===== src/rtl/regfile_dumper_pkg.sv =====
// rtl/regfile_dumper_pkg.sv - shared widths and FSM state encoding for the register-file dumper
package regfile_dumper_pkg;

  localparam int REGWIDTH_DEF = 32;
  localparam int ADDSIZE_DEF  = 5;

  typedef enum logic [1:0] {
    IDLE  = 2'd0,
    FETCH = 2'd1,
    SEND  = 2'd2,
    DONE  = 2'd3
  } dumpState_t;

endpackage


===== src/rtl/regfile_dumper.sv =====
// rtl/regfile_dumper.sv - walks one register-file read port and streams each value out
module regfile_dumper
  import regfile_dumper_pkg::*;
#(
  parameter int REGWIDTH  = REGWIDTH_DEF,
  parameter int ADDSIZE   = ADDSIZE_DEF,
  parameter int FIRST_REG = 0,
  parameter int LAST_REG  = 31
) (
  input  logic                Clk,
  input  logic                Reset,
  input  logic                Start,
  output logic [ADDSIZE-1:0]  RA,
  input  logic [REGWIDTH-1:0] BusA,
  output logic [REGWIDTH-1:0] Data,
  output logic [ADDSIZE-1:0]  Index,
  output logic                Valid,
  input  logic                Ready,
  output logic                Busy,
  output logic                Done
);

  localparam logic [ADDSIZE-1:0] FirstAddr = ADDSIZE'(FIRST_REG);
  localparam logic [ADDSIZE-1:0] LastAddr  = ADDSIZE'(LAST_REG);

  dumpState_t state;

  // Dump FSM; RA doubles as the walk counter and stops at LAST_REG so it never wraps.
  always_ff @(posedge Clk or posedge Reset) begin
    if (Reset) begin
      state <= IDLE;
      RA    <= FirstAddr;
      Data  <= '0;
      Index <= '0;
      Valid <= 1'b0;
      Done  <= 1'b0;
    end else begin
      Done <= 1'b0;
      case (state)
        IDLE: begin
          if (Start) begin
            RA    <= FirstAddr;
            state <= FETCH;
          end
        end
        FETCH: begin
          // BusA is combinational on RA, so the value seen here includes any falling-edge write
          Data  <= BusA;
          Index <= RA;
          Valid <= 1'b1;
          state <= SEND;
        end
        SEND: begin
          if (Ready) begin
            Valid <= 1'b0;
            if (RA == LastAddr) begin
              Done  <= 1'b1;
              state <= DONE;
            end else begin
              RA    <= RA + 1'b1;
              state <= FETCH;
            end
          end
        end
        DONE: begin
          state <= IDLE;
        end
        default: begin
          state <= IDLE;
        end
      endcase
    end
  end

  // Busy is a pure decode of the state register
  assign Busy = (state != IDLE);

endmodule


===== config.mk =====
export PLATFORM = sky130hd
export DESIGN_NAME = regfile_dumper
export DESIGN_NICKNAME = d
export VERILOG_FILES = /design/src/rtl/regfile_dumper_pkg.sv /design/src/rtl/regfile_dumper.sv
export SDC_FILE = /design/constraint.sdc
export NUM_CORES = 1
export LEC_CHECK = 0
export ABC_AREA = 1
export CORE_ASPECT_RATIO = 0.5
export CORE_UTILIZATION = 40
export CTS_BUF_LIST = sky130_fd_sc_hd__clkbuf_2
export CTS_CLUSTER_SIZE = 25
export DETAILED_ROUTE_END_ITERATION = 6
export DONT_BUFFER_PORTS = 1
export GPL_TIMING_DRIVEN = 0
export HOLD_SLACK_MARGIN = 0.05
export PLACE_DENSITY = 0.68
export SYNTH_ARGS = -nofsm -noshare
export SYNTH_HDL_FRONTEND = slang
export SYNTH_SLANG_ARGS = --single-unit

===== constraint.sdc =====
create_clock -name Clk -period 1.8 [get_ports Clk]
set_clock_uncertainty 0.2 [all_clocks]
set_input_delay 0.54 -clock Clk [delete_from_list [all_inputs] [get_ports Clk]]
set_output_delay 0.54 -clock Clk [all_outputs]
set_load 0.01 [all_outputs]

; Word-level counts from Yosys, hierarchy flattened
; Cells that the tools add are included.
[word_totals]
register_bits = 46
latchBits = 0
mem_bits_rw = 0
rom_bits = 0
memories = 0
[op_classes]
add_sub_neg = 1
n_mul = 0
div_mod_pow = 0
magnitude_cmp = 0
eq_ne = 7
n_shift = 0
muxes = 13
n_bitwise = 0
n_reduce_logical = 7
[ops]
columns = op, n
row1 = 5-bit two-way mux, 3
row2 = 5-bit one-hot mux with 2 select lines, 1
row3 = 2-bit one-hot mux with 4 select lines, 1
row4 = 2-bit two-way mux, 3
row5 = "2-bit inequality test, second input constant", 3
row6 = 2-bit nonzero test, 3
row7 = "5-bit by 1-bit adder with 5-bit output, second input constant", 1
row8 = "5-bit == test, second input constant", 1
row9 = "2-bit == test, second input constant", 2
row10 = 1-bit two-way mux, 4
row11 = 2-bit AND reduction, 2
row12 = 4-bit AND reduction, 1
row13 = "2-bit by 1-bit == test with 1-bit output, second input constant", 1
row14 = 2-bit logical NOT, 1
row15 = 1-bit one-hot mux with 2 select lines, 1

; Logic depth before layout (Yosys ltp)
; Gate-level depths: netlist of the first run.
[logic_depth]
ltp_word = 4
mapped_depth = 8

; Least setup slack after synthesis of the first run
; No wires, ideal clock.
[synth_path]
kind = register to register
from = reg RA[0]
to = reg RA[4]
setup_ns = 0.128
t_arrival_ns = 1.317
setup_slack_ns = 0.155
stages_incl_launch_ff = 9
synth_period_minus_slack_ns = 1.645
path_cell_list = dfrtp_1 > ha_1 > nand2_1 > nor2_1 > ha_1 > nand2_1 > nand2_1 > nand2_1 > o21ai_0
[synth_between]
elab_chain_cells = 4
[synth_lines]
columns = element, line
row1 = start: declaration, regfile_dumper.sv:13  ; output logic [ADDSIZE-1:0] RA,
row2 = start signal: assignment, regfile_dumper.sv:32  ; RA <= FirstAddr;
row3 = start signal: assignment, regfile_dumper.sv:42  ; RA <= FirstAddr;
row4 = start signal: assignment, regfile_dumper.sv:60  ; RA <= RA + 1'b1;
row5 = 5-bit by 1-bit adder with 5-bit output, regfile_dumper.sv:60
row6 = 5-bit two-way mux, regfile_dumper.sv:56  ; if (RA == LastAddr) begin
row7 = 5-bit two-way mux, regfile_dumper.sv:54  ; if (Ready) begin
row8 = 5-bit one-hot mux with 2 select lines, regfile_dumper.sv:39  ; case (state)
; Parallel ways exist; a longest one is shown, timed or not. The select of a mux whose other input is x is not followed.
; A chain may end at the register's enable or synchronous reset.

; Worst setup path after layout of the first run
[layout_path]
from = reg state[1]
to = out Busy
[layout_between]
elab_chain_cells = 1
[layout_lines]
columns = element, line
row1 = start: declaration, regfile_dumper.sv:26  ; dumpState_t state;
row2 = start signal: assignment, regfile_dumper.sv:31  ; state <= IDLE;
row3 = start signal: assignment, regfile_dumper.sv:43  ; state <= FETCH;
row4 = start signal: assignment, regfile_dumper.sv:51  ; state <= SEND;
row5 = 2-bit nonzero test, regfile_dumper.sv:76  ; assign Busy = (state != IDLE);
row6 = end: declaration, regfile_dumper.sv:19  ; output logic Busy,
; No other way between the ends.

==> parameters.txt, run 1 <==
Parameter                              Value

Setup path
  Crit path largest cell delay ... about 0.45 ns
  Worst endpoint required time ... between 1 and 1.5 ns
  Crit path max-delay cell type ... sky130_fd_sc_hd__dfrtp_1
  Arrival time at the worst endpoint ... slightly above 1 ns
  Highest net fanout along the worst path ... 3
  Depth of the worst register-to-register path ... 8
  CP Launch Type ... flop
  Sort of element at the end of the critical path ... output port
  Critical setup path kind ... reg2out
  Series of cell instances along the critical path ... nor2_2, inv_2

GRT
  Residual overflow from global routing ... 0
  Wire length of the first global-routing pass ... about 5 mm
  Initial antenna violation count ... 0
  Number of global-route vias before repair ... slightly below 1000
  Largest net degree at the start of global routing ... 47
  Combined global-route utilization of all metal layers ... around an eighth

Detailed routing
  Overall routed net length ... between 3 and 4 mm
  Post-route DRC ... 0
  First DRT Iteration DRCs ... 13
  Routed length per placed instance ... 15.1 µm
  Antenna violation net count after detailed routing ... 0
  Avg Vias per Cell ... 4.70
  Number of iterations in the first detailed-routing pass ... 3
  Via total after detailed routing ... 1071

Power
  Net switching share of the total power ... 35.3%
  Clk pwr share ... 10.2%
  Relative contribution of combinational cells to total power ... between 30 and 40%
  Overall Power ... 0.00387 W
  Power per unit of standard cell area ... approximately 1700 nW/µm²
  Static power due to leakage ... 1.13 nW
  Switching component of the power ... between 0.001 and 0.0015 W
  Maximum vdd ir drop ... approximately 0.49 mV
  Cell internal power dissipation ... between 0.002 and 0.003 W
  Proportion of power drawn by flip-flops and latches ... just over 50%

Yosys
  Register bit count reported by yosys ... 46
  Post-synthesis sequential area ratio ... approximately three fifths
  Post-synthesis instance area ... approximately 2000 µm²
  Synthesized Nets ... 171
  Unique cell type count in the Yosys netlist ... 15
  Warnings, synthesis ... 0
  Cell types occupying the most area after synthesis ... sky130_fd_sc_hd__dfrtp_1 59%, sky130_fd_sc_hd__mux2_4 26%, sky130_fd_sc_hd__nand2_1 3.7%
  Syn avg cell area ... 14.6 µm²
  Proportion of netlist area held by the largest area contributor ... 59.1%
  Gate count after technology mapping ... 133
  Most area-hungry cell type in the Yosys netlist ... sky130_fd_sc_hd__dfrtp_1

Layout
  Area taken by flip-flops and latches ... about 1200 µm²
  Relative area change from synthesis to final layout ... 18.3%
  Area taken by multi-input logic gates ... 739 µm²
  Final #Nets ... 200
  Antenna Cells ... 0
  Final cell utilization of the core ... around 51%
  Leading cell type in the layout, fill and taps excluded ... sky130_fd_sc_hd__dfrtp_1
  Final-layout fill cell count ... around 380
  Highest-count cells in the layout ignoring fill and taps ... 44 x sky130_fd_sc_hd__dfrtp_1, 34 x sky130_fd_sc_hd__mux2_4, 21 x sky130_fd_sc_hd__dlygate4sd3_1
  Share of post-route cells with drive strength above 1 ... a little over a third

CTS
  Maximum clock path buffer count ... 2
  CTS tree ... done
  Library cell used as clock root buffer ... sky130_fd_sc_hd__clkbuf_2
  Clock network latency to the later pin of the worst-skew pair ... roughly 0.37 ns
  # H-tree levels ... 2
  Register clock-pin slew on the reported worst setup and hold paths ... about 0.21 ns
  Clock Sinks ... 46
  TritonCTS Buffers ... 5

Job
  Max-cap violations ... 0

Min path
  WHS Path Cells ... 1
  Path class of the lowest-slack min-delay path ... in2reg

Die
  Std cell rows ... 17
  Initial standard-cell utilization of the core ... 43.0%
  Area of the die ... around 5200 µm²
  Core area ... 4530 µm²
  Die Span X ... 101 µm
  Number of ports placed on the die boundary ... slightly above 80
  Die extent in y ... roughly 50 µm

Outcome
  Outcome ... finished clean

Timing
  Final setup slack of the worst path ... about 0.037 ns
  Fin crit share ... a little over nine tenths
  Max-slew headroom ... 35.8%
  Pins Over Slew Limit ... 0
  Post-Route Hold Slack ... approximately 0.094 ns
  Hold violation total from the final report ... 0
  Transition time at the pin with the least slew margin ... 0.961 ns
  Maximum clock frequency ... ~570 MHz
  Total setup violations reported at the end of the flow ... 0
  Unrepaired setup endpoints after global routing ... yes
  Final critical path time including I/O delays and setup ... about 1.8 ns

Placement
  DPL Wire Length ... 2.26 mm
  Final weighted congestion in routability-driven placement ... 0.678
  Port Buffers ... 0
  Post-placement worst setup slack ... -0.0363 ns
[worst max-delay path: cells and delay by family, from the launching register on]
kind	cells	cell delay [ns]
flops	1	0.45
simple gates	1	0.14
buf+inv	1	0.06
[synthesized netlist by cell type]
master,n
sky130_fd_sc_hd__nor2_4,1
sky130_fd_sc_hd__nand4_1,1
sky130_fd_sc_hd__buf_6,4
sky130_fd_sc_hd__o21ai_1,3
sky130_fd_sc_hd__nand2_2,2
sky130_fd_sc_hd__o21ai_0,4
sky130_fd_sc_hd__ha_1,2
sky130_fd_sc_hd__nor2_1,4
sky130_fd_sc_hd__dfrtp_1,46
sky130_fd_sc_hd__nand3_1,4
sky130_fd_sc_hd__mux2_4,34
sky130_fd_sc_hd__nand2_1,19
sky130_fd_sc_hd__inv_1,7
sky130_fd_sc_hd__or2_2,1
sky130_fd_sc_hd__mux2_2,1
[through the flow]
step	std cells	area (µm²)	TNS (ns)
finish	228	2300	0
global route	228	2300	-0.0448
CTS	209	2100	-0.00667
detailed placement	199	2030	-0.0882
global placement	199	2030	0
floorplan	133	1950	0
[path summary, 6_finish.rpt]
path	startpoint	end	slack, ns
setup reg to reg	RA[0]	RA[4]	0.11
setup / recovery	state[1]	Busy	0.04
min in group asynchronous	Reset	Data[14]	0.63
hold / removal	BusA[7]	Data[7]	0.09
hold reg to reg	Index[3]	Index[3]	0.39
max in group asynchronous	Reset	RA[1]	0.19
[what timing repair did]
action	CTS	global route
hold buffers	2	19
gates resized for setup	3	5
pin swaps	0	1
endpoints found under the hold margin	47	19
setup endpoints to repair	5	5
setup buffers	1	0
[layer usage]
layer	up-vias	part of all wire, %	global-route usage, %
met5	-	0	0
met4	0	0.84	4.35
met3	5	5.1	4.24
met2	26	50	21.1
met1	541	44	16.3
li1	499	-	-
[cell type report]
class	instances	share of cell area (%)
inverters	7	1.30
well taps	66	3.59
plain buffers	4	1.96
repair buffers	22	9.45
flip-flops and latches	46	50.1
clock buffers	7	1.52
multi-input cells	76	32.1
[logic make-up after synthesis]
kind of cell / count (synthesis) / synth area share [%]
adders and majority gates: 2 / 1.29
and+or+nand+nor: 32 / 7.33
DFF: 46 / 59.1
muxes: 35 / 26.8
buffers and inverters: 11 / 3.66
AOI/OAI and AO/OA: 7 / 1.80
[registers in the layout, summed over array words and instances (netlist names)]
signal and cells:
RA 5, Data 32, Valid 1, Index 5
Done 1, state 2
[power by group through the flow]
| stage | registers [W] | logic (W) | clock network (W) |
|---|---|---|---|
| 5_1_grt | 0.00207 | 0.00158 | 0.000450 |
| 3_3_place_gp | 0.00203 | 0.00135 | 0 |
| 6_report | 0.00201 | 0.00147 | 0.000396 |
| 4_1_cts | 0.00202 | 0.00143 | 0.000416 |
| 2_1_floorplan | 0.00195 | 0.00124 | 0 |
| 3_5_place_dp | 0.00204 | 0.00138 | 0 |
Note: power is estimated with default switching activity, not from simulation.
==> inputs of run 2 (changes only) <==
--- a/config.mk
+++ b/config.mk
@@ -6,6 +6,8 @@
 export NUM_CORES = 1
 export LEC_CHECK = 0
 export ABC_AREA = 1
+export CELL_PAD_IN_SITES_DETAIL_PLACEMENT = 0
+export CELL_PAD_IN_SITES_GLOBAL_PLACEMENT = 1
 export CORE_ASPECT_RATIO = 0.5
 export CORE_UTILIZATION = 40
 export CTS_BUF_LIST = sky130_fd_sc_hd__clkbuf_2
@@ -14,7 +16,8 @@
 export DONT_BUFFER_PORTS = 1
 export GPL_TIMING_DRIVEN = 0
 export HOLD_SLACK_MARGIN = 0.05
-export PLACE_DENSITY = 0.68
+export PLACE_DENSITY = 0.81
+export SETUP_SLACK_MARGIN = 0.05
 export SYNTH_ARGS = -nofsm -noshare
 export SYNTH_HDL_FRONTEND = slang
 export SYNTH_SLANG_ARGS = --single-unit
==> parameters.txt, run 2 (synthesized netlist as in run 1, its figures left out) <==
Parameter                              Value

Die
  Area of the die ... a little over 5000 µm²
  Number of ports placed on the die boundary ... between 80 and 90
  Die Span X ... ~100 µm
  Die extent in y ... between 50 and 60 µm
  Core area ... between 4000 and 5000 µm²
  Initial standard-cell utilization of the core ... about 43%
  Std cell rows ... 17

Placement
  Final weighted congestion in routability-driven placement ... slightly above 0.7
  Post-placement worst setup slack ... -0.00115 ns
  DPL Wire Length ... approximately 2.4 mm
  Placed cell area ... about 2000 µm²
  Port Buffers ... 0

CTS
  Maximum clock path buffer count ... 2
  Register clock-pin slew on the reported worst setup and hold paths ... approximately 0.21 ns
  TritonCTS Buffers ... 5
  Clock network latency to the later pin of the worst-skew pair ... 0.40 ns
  CTS tree ... done
  Clock Sinks ... 46
  Library cell used as clock root buffer ... sky130_fd_sc_hd__clkbuf_2
  # H-tree levels ... 2

Layout
  Highest-count cells in the layout ignoring fill and taps ... 41 x sky130_fd_sc_hd__dfrtp_1, 34 x sky130_fd_sc_hd__mux2_4, 34 x sky130_fd_sc_hd__dlygate4sd3_1
  Relative area change from synthesis to final layout ... 26.9%
  Final cell utilization of the core ... a little over half
  Antenna Cells ... 0
  Final #Nets ... about 210
  Flip-flop count of the largest register after layout ... 32
  Registers with the most flip-flops ... Data (32), Index (5), RA (5)
  Share of post-route cells with drive strength above 1 ... a little over a third
  Post-route cell area ... 2470 µm²
  Largest register by flop count ... Data
  Leading cell type in the layout, fill and taps excluded ... sky130_fd_sc_hd__dfrtp_1
  Final-layout fill cell count ... just under 400

Detailed routing
  Overall routed net length ... 3.83 mm
  Via total after detailed routing ... 1162
  Avg Vias per Cell ... 4.78
  Post-route DRC ... 0
  Routed length per placed instance ... between 15 and 20 µm
  Antenna violation net count after detailed routing ... 0
  Number of iterations in the first detailed-routing pass ... 4
  First DRT Iteration DRCs ... 33

GRT
  Number of global-route vias before repair ... about 1100
  Largest net degree at the start of global routing ... 47
  Residual overflow from global routing ... 0
  Combined global-route utilization of all metal layers ... between 15 and 20%
  Initial antenna violation count ... 0
  Wire length of the first global-routing pass ... 5.75 mm

Setup path
  Sort of element at the end of the critical path ... output port
  Arrival time at the worst endpoint ... slightly above 1 ns
  Crit path max-delay cell type ... sky130_fd_sc_hd__dfrtp_1
  Cell class contributing the biggest share of worst-path delay ... flip-flops
  Worst endpoint required time ... 1.06 ns
  Critical setup path kind ... reg2out
  Series of cell instances along the critical path ... nor2_4, inv_2
  Worst path buffer plus inverter count ... 1
  Launching instance or port of the critical path ... state[1]
  CP Launch Type ... flop
  Highest net fanout along the worst path ... 2
  Crit path largest cell delay ... ~0.46 ns
  Worst reg2reg startpoint ... RA[0]

Timing
  Hold violation total from the final report ... 0
  Pins Over Slew Limit ... 0
  Maximum clock frequency ... 566 MHz
  Unrepaired setup endpoints after global routing ... yes
  Final critical path time including I/O delays and setup ... between 1.5 and 2 ns
  Transition time at the pin with the least slew margin ... around 0.95 ns
  Fin crit share ... between 90% and 100%
  Total setup violations reported at the end of the flow ... 0
  Final setup slack of the worst path ... between 0.03 and 0.04 ns
  Max-slew headroom ... roughly 37%

Power
  Maximum vdd ir drop ... between 0.4 and 0.5 mV
  Power per unit of standard cell area ... 1610 nW/µm²
  Static power due to leakage ... between 1 and 1.5 nW

Min path
  Path class of the lowest-slack min-delay path ... in2reg
  Source of the worst hold timing path ... Start

Job
  Max-cap violations ... 0

Outcome
  Outcome ... finished clean
-- run 2: worst register-to-register path, delay by kind of cell, from the launching register on --
family	cells	cell delay [ns]
DFF	1	0.50
and+or+nand+nor	5	0.45
adders and majority gates	2	0.38
AOI/OAI and AO/OA	1	0.07
-- run 2: power by group --
| group | total [W] | internal [W] | leakage [nW] | switching, W |
|---|---|---|---|---|
| clock | 0.000405 | 0.0000957 | 0.0304 | 0.000309 |
| sequential | 0.00203 | 0.00148 | 0.553 | 0.000551 |
| combinational | 0.00153 | 0.000966 | 0.609 | 0.000564 |
| total | 0.00397 | 0.00254 | 1.19 | 0.00142 |
-- run 2: per-stage QoR --
stage	hold WS [ns]	setup TNS (ns)	power, W	std cells
after detailed placement	0.337	-0.00115	0.00344	199
after global placement	0.331	-0.00618	0.00338	199
after CTS	0.0516	-0.000195	0.00396	235
after floorplan	0.308	0	0.00319	133
after global routing	0.0835	-0.0634	0.00422	243
final	0.125	0	0.00397	243
-- run 2: layer usage --
layer / GRT usage [%] / wire length (µm) / vias to the layer above
li1: - / - / 532
met1: 17.1 / 1550 / 587
met2: 27.2 / 2010 / 33
met3: 4.65 / 209 / 10
met4: 6.76 / 67 / 0
met5: 0 / 0 / -
-- run 2: final timing paths --
path / end / slack [ns] / cells past startpoint
worst min-delay path: state[0] / 0.12 / 2
worst max register to register: RA[0] / 0.14 / 8
max in group asynchronous: state[0] / 0.25 / 2
min in group asynchronous: Data[19] / 0.59 / 2
worst max-delay path: Busy / 0.03 / 2
worst min register to register: Valid / 0.38 / 2
-- run 2: repair_timing --
action,4_1_cts,5_1_grt
endpoints found under the hold margin,71,8
pin swaps,1,2
endpoints found under the setup margin,5,8
hold buffers,26,8
buffers inserted,2,0
gates resized for setup,7,9
-- run 2: area by class of cell --
type / instances / area, µm² / share of cell area (%)
clock buffer: 6 / 30.0 / 1.22
inverter: 7 / 30.0 / 1.22
timing repair buffer: 36 / 355 / 14.4
multi-input combinational: 76 / 762 / 30.8
clock inverter: 2 / 8.76 / 0.354
sequential: 46 / 1160 / 46.8
tap: 66 / 82.6 / 3.34
buffer: 4 / 45.0 / 1.82
